[src/rtl/gemm_result_pkg.sv]
// Shared defaults and state encoding for the GEMM result BRAM read-out path.
package gemm_result_pkg;

    localparam int BRAM_ADDR_WIDTH = 9;
    localparam int BRAM_DATA_WIDTH = 256;
    localparam int FP16_PER_LINE   = 16;

    typedef enum logic [2:0] {
        RD_IDLE,
        RD_FETCH,
        RD_WAIT,
        RD_STREAM,
        RD_DONE
    } rd_state_e;

endpackage

[src/rtl/result_bram_reader.sv]
// Reads FP16 results out of an external BRAM one line at a time and streams
// them lane by lane over a valid/ready handshake.
module result_bram_reader
    import gemm_result_pkg::*;
#(
    parameter int BRAM_ADDR_WIDTH = gemm_result_pkg::BRAM_ADDR_WIDTH,
    parameter int BRAM_DATA_WIDTH = gemm_result_pkg::BRAM_DATA_WIDTH,
    parameter int FP16_PER_LINE   = gemm_result_pkg::FP16_PER_LINE
) (
    input  logic                       i_clk,
    input  logic                       i_reset,
    input  logic                       i_start,
    input  logic                       i_clear,
    input  logic [BRAM_ADDR_WIDTH-1:0] i_base_addr,
    input  logic [15:0]                i_num_values,
    output logic                       o_bram_rd_en,
    output logic [BRAM_ADDR_WIDTH-1:0] o_bram_rd_addr,
    input  logic [BRAM_DATA_WIDTH-1:0] i_bram_rd_data,
    output logic [15:0]                o_fp16_data,
    output logic                       o_fp16_valid,
    input  logic                       i_fp16_ready,
    output logic                       o_fp16_last,
    output logic                       o_busy,
    output logic                       o_done,
    output logic [31:0]                o_value_count
);

    localparam int LANE_W = (FP16_PER_LINE > 1) ? $clog2(FP16_PER_LINE) : 1;
    localparam logic [LANE_W-1:0] LANE_MAX = LANE_W'(FP16_PER_LINE - 1);

    rd_state_e                  state_q;
    logic [BRAM_ADDR_WIDTH-1:0] addr_q;
    logic [BRAM_DATA_WIDTH-1:0] line_q;
    logic [LANE_W-1:0]          lane_q;
    logic [15:0]                rem_q;
    logic [31:0]                count_q;
    logic [15:0]                lane_data_d;
    logic                       xfer_d;

    always_comb begin
        lane_data_d = '0;
        for (int i = 0; i < FP16_PER_LINE; i++) begin
            if (lane_q == LANE_W'(i)) lane_data_d = line_q[i*16 +: 16];
        end
    end

    assign xfer_d = (state_q == RD_STREAM) && i_fp16_ready;

    always_ff @(posedge i_clk) begin
        if (i_reset) begin
            state_q <= RD_IDLE;
            addr_q  <= '0;
            line_q  <= '0;
            lane_q  <= '0;
            rem_q   <= '0;
            count_q <= '0;
        end else if (i_clear) begin
            // Abort without capturing any in-flight line and without a done pulse.
            state_q <= RD_IDLE;
            lane_q  <= '0;
            rem_q   <= '0;
            count_q <= '0;
        end else begin
            case (state_q)
                RD_IDLE: begin
                    if (i_start) begin
                        addr_q  <= i_base_addr;
                        rem_q   <= i_num_values;
                        lane_q  <= '0;
                        state_q <= (i_num_values == 16'd0) ? RD_DONE : RD_FETCH;
                    end
                end
                RD_FETCH: state_q <= RD_WAIT;
                RD_WAIT: begin
                    line_q  <= i_bram_rd_data;
                    lane_q  <= '0;
                    state_q <= RD_STREAM;
                end
                RD_STREAM: begin
                    if (xfer_d) begin
                        count_q <= count_q + 32'd1;
                        rem_q   <= rem_q - 16'd1;
                        if (rem_q == 16'd1) begin
                            state_q <= RD_DONE;
                        end else if (lane_q == LANE_MAX) begin
                            // Address register is exactly BRAM_ADDR_WIDTH wide, so it wraps.
                            addr_q  <= addr_q + BRAM_ADDR_WIDTH'(1);
                            lane_q  <= '0;
                            state_q <= RD_FETCH;
                        end else begin
                            lane_q  <= lane_q + LANE_W'(1);
                        end
                    end
                end
                RD_DONE: state_q <= RD_IDLE;
                default: state_q <= RD_IDLE;
            endcase
        end
    end

    assign o_bram_rd_en   = (state_q == RD_FETCH);
    assign o_bram_rd_addr = addr_q;
    assign o_fp16_valid   = (state_q == RD_STREAM);
    assign o_fp16_data    = lane_data_d;
    assign o_fp16_last    = (state_q == RD_STREAM) && (rem_q == 16'd1);
    assign o_busy         = (state_q != RD_IDLE);
    assign o_done         = (state_q == RD_DONE);
    assign o_value_count  = count_q;

endmodule

[config.mk]
export PLATFORM = sky130hd
export DESIGN_NAME = result_bram_reader
export DESIGN_NICKNAME = d
export VERILOG_FILES = /design/src/rtl/gemm_result_pkg.sv /design/src/rtl/result_bram_reader.sv
export SDC_FILE = /design/constraint.sdc
export NUM_CORES = 1
export LEC_CHECK = 0
export BUFFER_PORTS_ARGS = -buffer_cell sky130_fd_sc_hd__buf_2
export CAP_MARGIN = 20
export CELL_PAD_IN_SITES_DETAIL_PLACEMENT = 2
export CELL_PAD_IN_SITES_GLOBAL_PLACEMENT = 2
export CORE_ASPECT_RATIO = 1.75
export CORE_MARGIN = 3
export CORE_UTILIZATION = 33
export CTS_CLUSTER_DIAMETER = 50
export DETAILED_ROUTE_END_ITERATION = 6
export GPL_TIMING_DRIVEN = 0
export PLACE_DENSITY_LB_ADDON = 0.2
export RECOVER_POWER = 50
export SLEW_MARGIN = 0
export SYNTH_ARGS = -nofsm -noshare
export SYNTH_HDL_FRONTEND = slang
export SYNTH_SLANG_ARGS = --single-unit
[constraint.sdc]
create_clock -name i_clk -period 5.2 [get_ports i_clk]
set_input_delay 1.56 -clock i_clk [delete_from_list [all_inputs] [get_ports i_clk]]
set_output_delay 1.56 -clock i_clk [all_outputs]
set_load 0.02 [all_outputs]
==> results of run 1 <==
[critical path, stage by stage (launching register included)]
cell and delay [ps]:
dfxtp_1 430, inv_1 90, ha_1 300, nor2_1 440, nor3_2 170, clkbuf_1 320
a221oi_1 610, a221oi_1 200, a221o_2 380, buf_2 170
[power groups by stage]
stage | Combinational (uW) | Clock [uW] | Sequential (uW)
finish | 349 | 2720 | 2510
global route | 384 | 2850 | 2510
CTS | 354 | 2750 | 2510
detailed placement | 349 | 0 | 2560
global placement | 336 | 0 | 2560
floorplan | 145 | 0 | 2560
[worst paths after layout]
path,start,end,slack [ps],depth (start not counted)
worst min-delay path,line_q[218]$_SDFFE_PP0P_,line_q[218]$_SDFFE_PP0P_,460,2
worst min register to register,line_q[218]$_SDFFE_PP0P_,line_q[218]$_SDFFE_PP0P_,460,2
worst max-delay path,lane_q[0]$_SDFFE_PP0P_,o_fp16_data[12],-20,9
worst max register to register,state_q[1]$_SDFFE_PP0P_,line_q[238]$_SDFFE_PP0P_,2230,7
[Yosys cell counts, types with 23 or more instances]
master,number,area (um^2)
a21oi_1,352,1760
a221oi_1,35,307
a2bb2oi_1,23,201
buf_2,40,200
clkbuf_1,121,454
dfxtp_1,320,6410
inv_1,38,143
nand2_1,621,2330
nand3_1,38,190
nor2_1,104,390
o21ai_0,71,355
xor2_1,23,201
[through the flow]
stage / hold WS, ps / total power, uW / util [%] / area, um^2
2_1_floorplan: 431 / 2700 / - / 15200
3_3_place_gp: 442 / 2900 / 39.0 / 17700
3_5_place_dp: 451 / 2910 / 39.0 / 17700
4_1_cts: 460 / 5610 / 41.8 / 19000
5_1_grt: 478 / 5740 / 41.7 / 18900
6_report: 459 / 5570 / 41.7 / 18900
[state kept, by name, indices dropped and copies added, names as in the netlist]
name,count
lane_q,4
line_q,256
o_bram_rd_addr,9
o_value_count,32
rem_q,16
state_q,3
[kinds of logic after synthesis]
family,synth area share [%]
adders and majority gates,0.657
and+or+nand+nor,24.4
xor gates and xnor gates,1.61
AOI/OAI and AO/OA,25.3
buffers and inverters,5.77
muxes,0.214
DFF,42.1
[cells in the final DEF (no fill, tap or decap), drive strengths merged, types with 4 or more instances in the layout]
| master | netlist | layout |
|---|---|---|
| a211oi | 9 | 9 |
| a21oi | 353 | 353 |
| a221o | 12 | 12 |
| a221oi | 43 | 43 |
| a2bb2oi | 23 | 23 |
| a31oi | 10 | 10 |
| and2 | 8 | 8 |
| and3 | 10 | 10 |
| and4 | 7 | 7 |
| buf | 54 | 337 |
| bufinv | 0 | 4 |
| clkbuf | 121 | 230 |
| clkinv | 1 | 5 |
| clkinvlp | 0 | 4 |
| dfxtp | 320 | 320 |
| ha | 8 | 8 |
| inv | 38 | 41 |
| nand2 | 621 | 621 |
| nand2b | 5 | 5 |
| nand3 | 38 | 38 |
| nand3b | 17 | 17 |
| nand4 | 13 | 13 |
| nor2 | 105 | 105 |
| nor2b | 8 | 8 |
| nor3 | 13 | 13 |
| nor4 | 11 | 11 |
| o211ai | 5 | 5 |
| o21ai | 71 | 71 |
| o21bai | 12 | 12 |
| o221a | 11 | 11 |
| o221ai | 13 | 13 |
| o22ai | 8 | 8 |
| o2bb2ai | 13 | 13 |
| o31ai | 6 | 6 |
| or2 | 5 | 5 |
| or3 | 9 | 9 |
| xnor2 | 5 | 5 |
| xor2 | 23 | 23 |
[repair_timing]
item                                    CTS  global route
pin swaps                                 0             0
endpoints found under the setup margin   16            13
gates resized for setup                  20            24
[layout make-up]
type	instances	area, um^2
clock buffer	48	1030
antenna	2	5.00
sequential	320	6410
timing repair buffer	346	1680
multi-input combinational	1538	8000
fill	5496	26400
tap	577	722
buffer	173	737
inverter	39	154
clock inverter	15	199
[per-layer routing]
layer / up-vias / GRT usage (%)
met3: 190 / 4.04
met4: 10 / 17.4
met1: 8359 / 30.2
met5: - / 0
met2: 459 / 60.5
li1: 7937 / -
==> impl_metrics.json, run 1 <==
{
  "place_inst": 2994,
  "drtIter0Drc": 778,
  "core-area_mm2": 0.0454,
  "wl_per_cell_um": 25.6,
  "setup_viol": 2,
  "rows": 103,
  "clk_latency_ps": 540,
  "synth_enable_flop_cells": 0,
  "leakage_uw": 0.00675,
  "cts_made_buffers": 36,
  "syn_to_final_growth_pct": 24.2,
  "status": "complete, but fails checks",
  "drt_wl_total_um": 78200,
  "timing.final.ws_setup_ps": -18.0,
  "crit_path_max_fanout": 10,
  "avgViaCountPerCell": 5.54,
  "synth_ff_type": "dfxtp_1",
  "yosys_warnings": 0,
  "dr.pass1.iters": 5,
  "yosysUniqueCellTypes": 71,
  "internal-power_uw": 4220,
  "grt_pass1_wl_um": 116000,
  "rsz0062_at_grt": "true",
  "end_kind": "primary output",
  "dieArea_mm2": 0.0489,
  "dp_hpwl_um": 62200,
  "clkSlewWorstSetupHoldPaths_ps": 70,
  "cts.sinks": 320,
  "violations": "negative setup slack",
  "top_layer": "met5",
  "slew_headroom_pct": 24.5,
  "route.detailed.drc": 0,
  "cp-start-kind": "flip-flop",
  "grt.overflow.total": 0,
  "sw_frac_of_total_pct": 24.4,
  "grt_max_degree": 20,
  "wl_met1_um": 26900,
  "power-per-cell-area_mw_per_mm2": 294,
  "portBuffers": 345,
  "worst_ir_drop_vdd_mv": 0.257,
  "async_flop_share_pct": 0,
  "skew_ps": 26.2,
  "cts_buffer_depth": 3,
  "crit_type": "flip-flop to primary output",
  "setup_tns_ps": -24.0,
  "grtUsageTotal_pct": 30.8,
  "maxSlewViolCount": 0,
  "dr_wl_met2_um": 43000,
  "synth_nets": 2366,
  "syn_avg_cell_area_um2": 7.35,
  "htreeDepth": 2,
  "cts_setup_buffers": 0,
  "worst_pin_slew_ps": 1120,
  "layout-drive-gt1-share_pct": 18.6,
  "cp.arrival_ps": 3660,
  "fin_cells": 3058,
  "comb_power_share_pct": 6.3,
  "syn-cell-area_mm2": 0.0152,
  "cts_tree": "built",
  "holdBufCountCts": 0,
  "seq_area_frac_synth_pct": 42.1,
  "dieHeight_um": 290,
  "io-pin-count": 348,
  "finalWeightedCongestion": 0.980,
  "ant_nets": 0,
  "grt_pass1_vias": 19000,
  "seqPwrFrac_pct": 45.0,
  "synth_seq_cells": 320,
  "dr_wl_met3_um": 3040,
  "vias": 17000,
  "dieWidth_um": 168,
  "hold_class": "flip-flop to flip-flop",
  "place_worst_setup_slack_ps": -335,
  "required_ps": 3640,
  "maxCapViolations": 0,
  "netlist_instances": 2072,
  "p_clk_share_pct": 48.7,
  "hold_viol_final": 0,
  "cts_root_buf": "clkbuf_16",
  "initial_utilization_pct": 33.6,
  "antenna_found_initial": 7,
  "period_share_pct": 100,
  "p_switching_uw": 1360,
  "fin_nets": 2748,
  "fmax_mhz": 192,
  "period_needed_ps": 5220
}
Note: power is estimated with default switching activity, not from simulation.
==> inputs of run 2 (changes only) <==
--- a/config.mk
+++ b/config.mk
@@ -15,7 +15,7 @@
 export CTS_CLUSTER_DIAMETER = 50
 export DETAILED_ROUTE_END_ITERATION = 6
 export GPL_TIMING_DRIVEN = 0
-export PLACE_DENSITY_LB_ADDON = 0.2
+export PLACE_DENSITY = 0.84
 export RECOVER_POWER = 50
 export SLEW_MARGIN = 0
 export SYNTH_ARGS = -nofsm -noshare
==> run 2 against run 1 <==
Compared with the run above:
- the flow now finishes without violations
- total power increased by 1.0%
- register-to-register slack about the same
- setup slack improved by 34 ps
- cell area increased by 0.22%
- first-iteration DRC count increased by 13%
- sequential share of layout area decreased by 0.076 points
- core utilization increased by 0.094 points
- global-route usage increased by 0.36 points
==> impl_metrics.json, run 2 (synthesis results as in run 1) <==
{
  "portBuffers": 345,
  "dieArea_mm2": 0.0489,
  "post-route-util_pct": 41.8,
  "period_share_pct": 99.7,
  "crit_path_start": "lane_q[0]$_SDFFE_PP0P_",
  "worst_pin_slew_ps": 1090,
  "cts.sinks": 320,
  "r2r_cells": 7,
  "dieHeight_um": 290,
  "cts_buffer_depth": 3,
  "power-per-cell-area_mw_per_mm2": 297,
  "fmax_mhz": 193,
  "avgViaCountPerCell": 5.62,
  "maxSlewViolCount": 0,
  "min_path_cells": 2,
  "vias": 17200,
  "route.detailed.drc": 0,
  "top_layer": "met5",
  "reg2reg_from": "state_q[1]$_SDFFE_PP0P_",
  "fin_nets": 2748,
  "hold_ws_ps": 458,
  "rows": 103,
  "wl_met1_um": 26900,
  "grt_pass1_wl_um": 116000,
  "core-area_mm2": 0.0454,
  "drtIter0Drc": 877,
  "io-pin-count": 348,
  "dr.pass1.iters": 5,
  "status": "finished, final reports clean",
  "dr_wl_met3_um": 3460,
  "num-fill-cells": 5470,
  "grt_pass1_vias": 19400,
  "initial_utilization_pct": 33.6,
  "dr_wl_met2_um": 42700,
  "syn_to_final_growth_pct": 24.5,
  "antenna_found_initial": 6,
  "mostFrequentLayoutCells": "621 x nand2_1, 353 x a21oi_1, 329 x buf_2",
  "end_kind": "primary output",
  "clkSlewWorstSetupHoldPaths_ps": 60,
  "setup_tns_ps": 0,
  "worst_ir_drop_vdd_mv": 0.298,
  "crit_path_max_fanout": 10,
  "timing.final.ws_setup_ps": 16.3,
  "cp.arrival_ps": 3620,
  "cts_root_buf": "clkbuf_16",
  "maxCapViolations": 0,
  "p_total_uw": 5630,
  "layout.cells.most_common": "nand2_1",
  "leakage_uw": 0.00679,
  "dieWidth_um": 168,
  "grt.overflow.total": 0,
  "slew_headroom_pct": 27.5,
  "skew_ps": 17.6,
  "required_ps": 3640,
  "grt_max_degree": 20,
  "top_register": "line_q",
  "period_needed_ps": 5180,
  "hold_class": "flip-flop to flip-flop",
  "crit_type": "flip-flop to primary output",
  "setup_viol": 0,
  "htreeDepth": 2,
  "clk_latency_ps": 550,
  "layout-drive-gt1-share_pct": 18.9,
  "finalWeightedCongestion": 0.949,
  "dp_hpwl_um": 62700,
  "grtUsageTotal_pct": 31.1,
  "hold_viol_final": 0,
  "worstHoldStart": "line_q[179]$_SDFFE_PP0P_",
  "wl_per_cell_um": 26.0,
  "ant_nets": 0,
  "largest_reg_flops": 256,
  "drt_wl_total_um": 79400,
  "cp-start-kind": "flip-flop",
  "cts_made_buffers": 35,
  "place_worst_setup_slack_ps": -302,
  "cts_tree": "built"
}
==> run 2: changes by cell type in the layout (fill, tap and decap cells not counted), sizes merged <==
cell / change
clkbuf: -5
clkinv: +4
buf: +2
bufinv: +2
clkinvlp: -2
==> run 2: critical path, stage by stage (launching register included) <==
cell      delay, ps
dfxtp_1         370
inv_1           110
ha_1            330
buf_2           370
buf_2           370
clkbuf_2        370
nand2_1         110
o21ai_1         230
a31oi_1         210
o221ai_1        380
buf_2           240
==> run 2: where the power goes <==
group / switching, uW / internal (uW)
registers: 27.2 / 2480
logic: 213 / 136
clock network: 1130 / 1640
==> run 2: through the flow <==
stage	cell area, um^2	cells
floorplan	15200	2072
global placement	17700	2994
detailed placement	17700	2994
CTS	19000	3056
global route	19000	3057
finish	19000	3059
==> run 2: layer usage <==
metal	global-route usage, %	up-vias
li1	-	7922
met1	29.8	8463
met2	60.4	569
met3	4.14	232
met4	20.7	10
met5	0	-
==> run 2: final timing paths <==
check,to,slack (ps)
worst min register to register,line_q[179]$_SDFFE_PP0P_,460
worst max register to register,line_q[224]$_SDFFE_PP0P_,2220
worst max-delay path,o_fp16_data[1],20
worst min-delay path,line_q[179]$_SDFFE_PP0P_,460
==> run 2: area by class of cell <==
cell class                 instances  area [um^2]  area share (%)
buffer                           174          751            3.96
antenna                            2         5.00          0.0264
sequential                       320         6410            33.8
clock inverter                    19          269            1.42
multi-input combinational       1538         8020            42.3
timing repair buffer             346         1680            8.83
inverter                          39          150           0.792
clock buffer                      44          972            5.13
tap                              577          722            3.81
==> run 2: what timing repair did <==
action	in CTS	in global routing
hold buffers	0	0
gates resized for setup	22	23
cloned	0	0
hold endpoints to repair	0	0
endpoints found under the setup margin	16	12
setup buffers	0	0
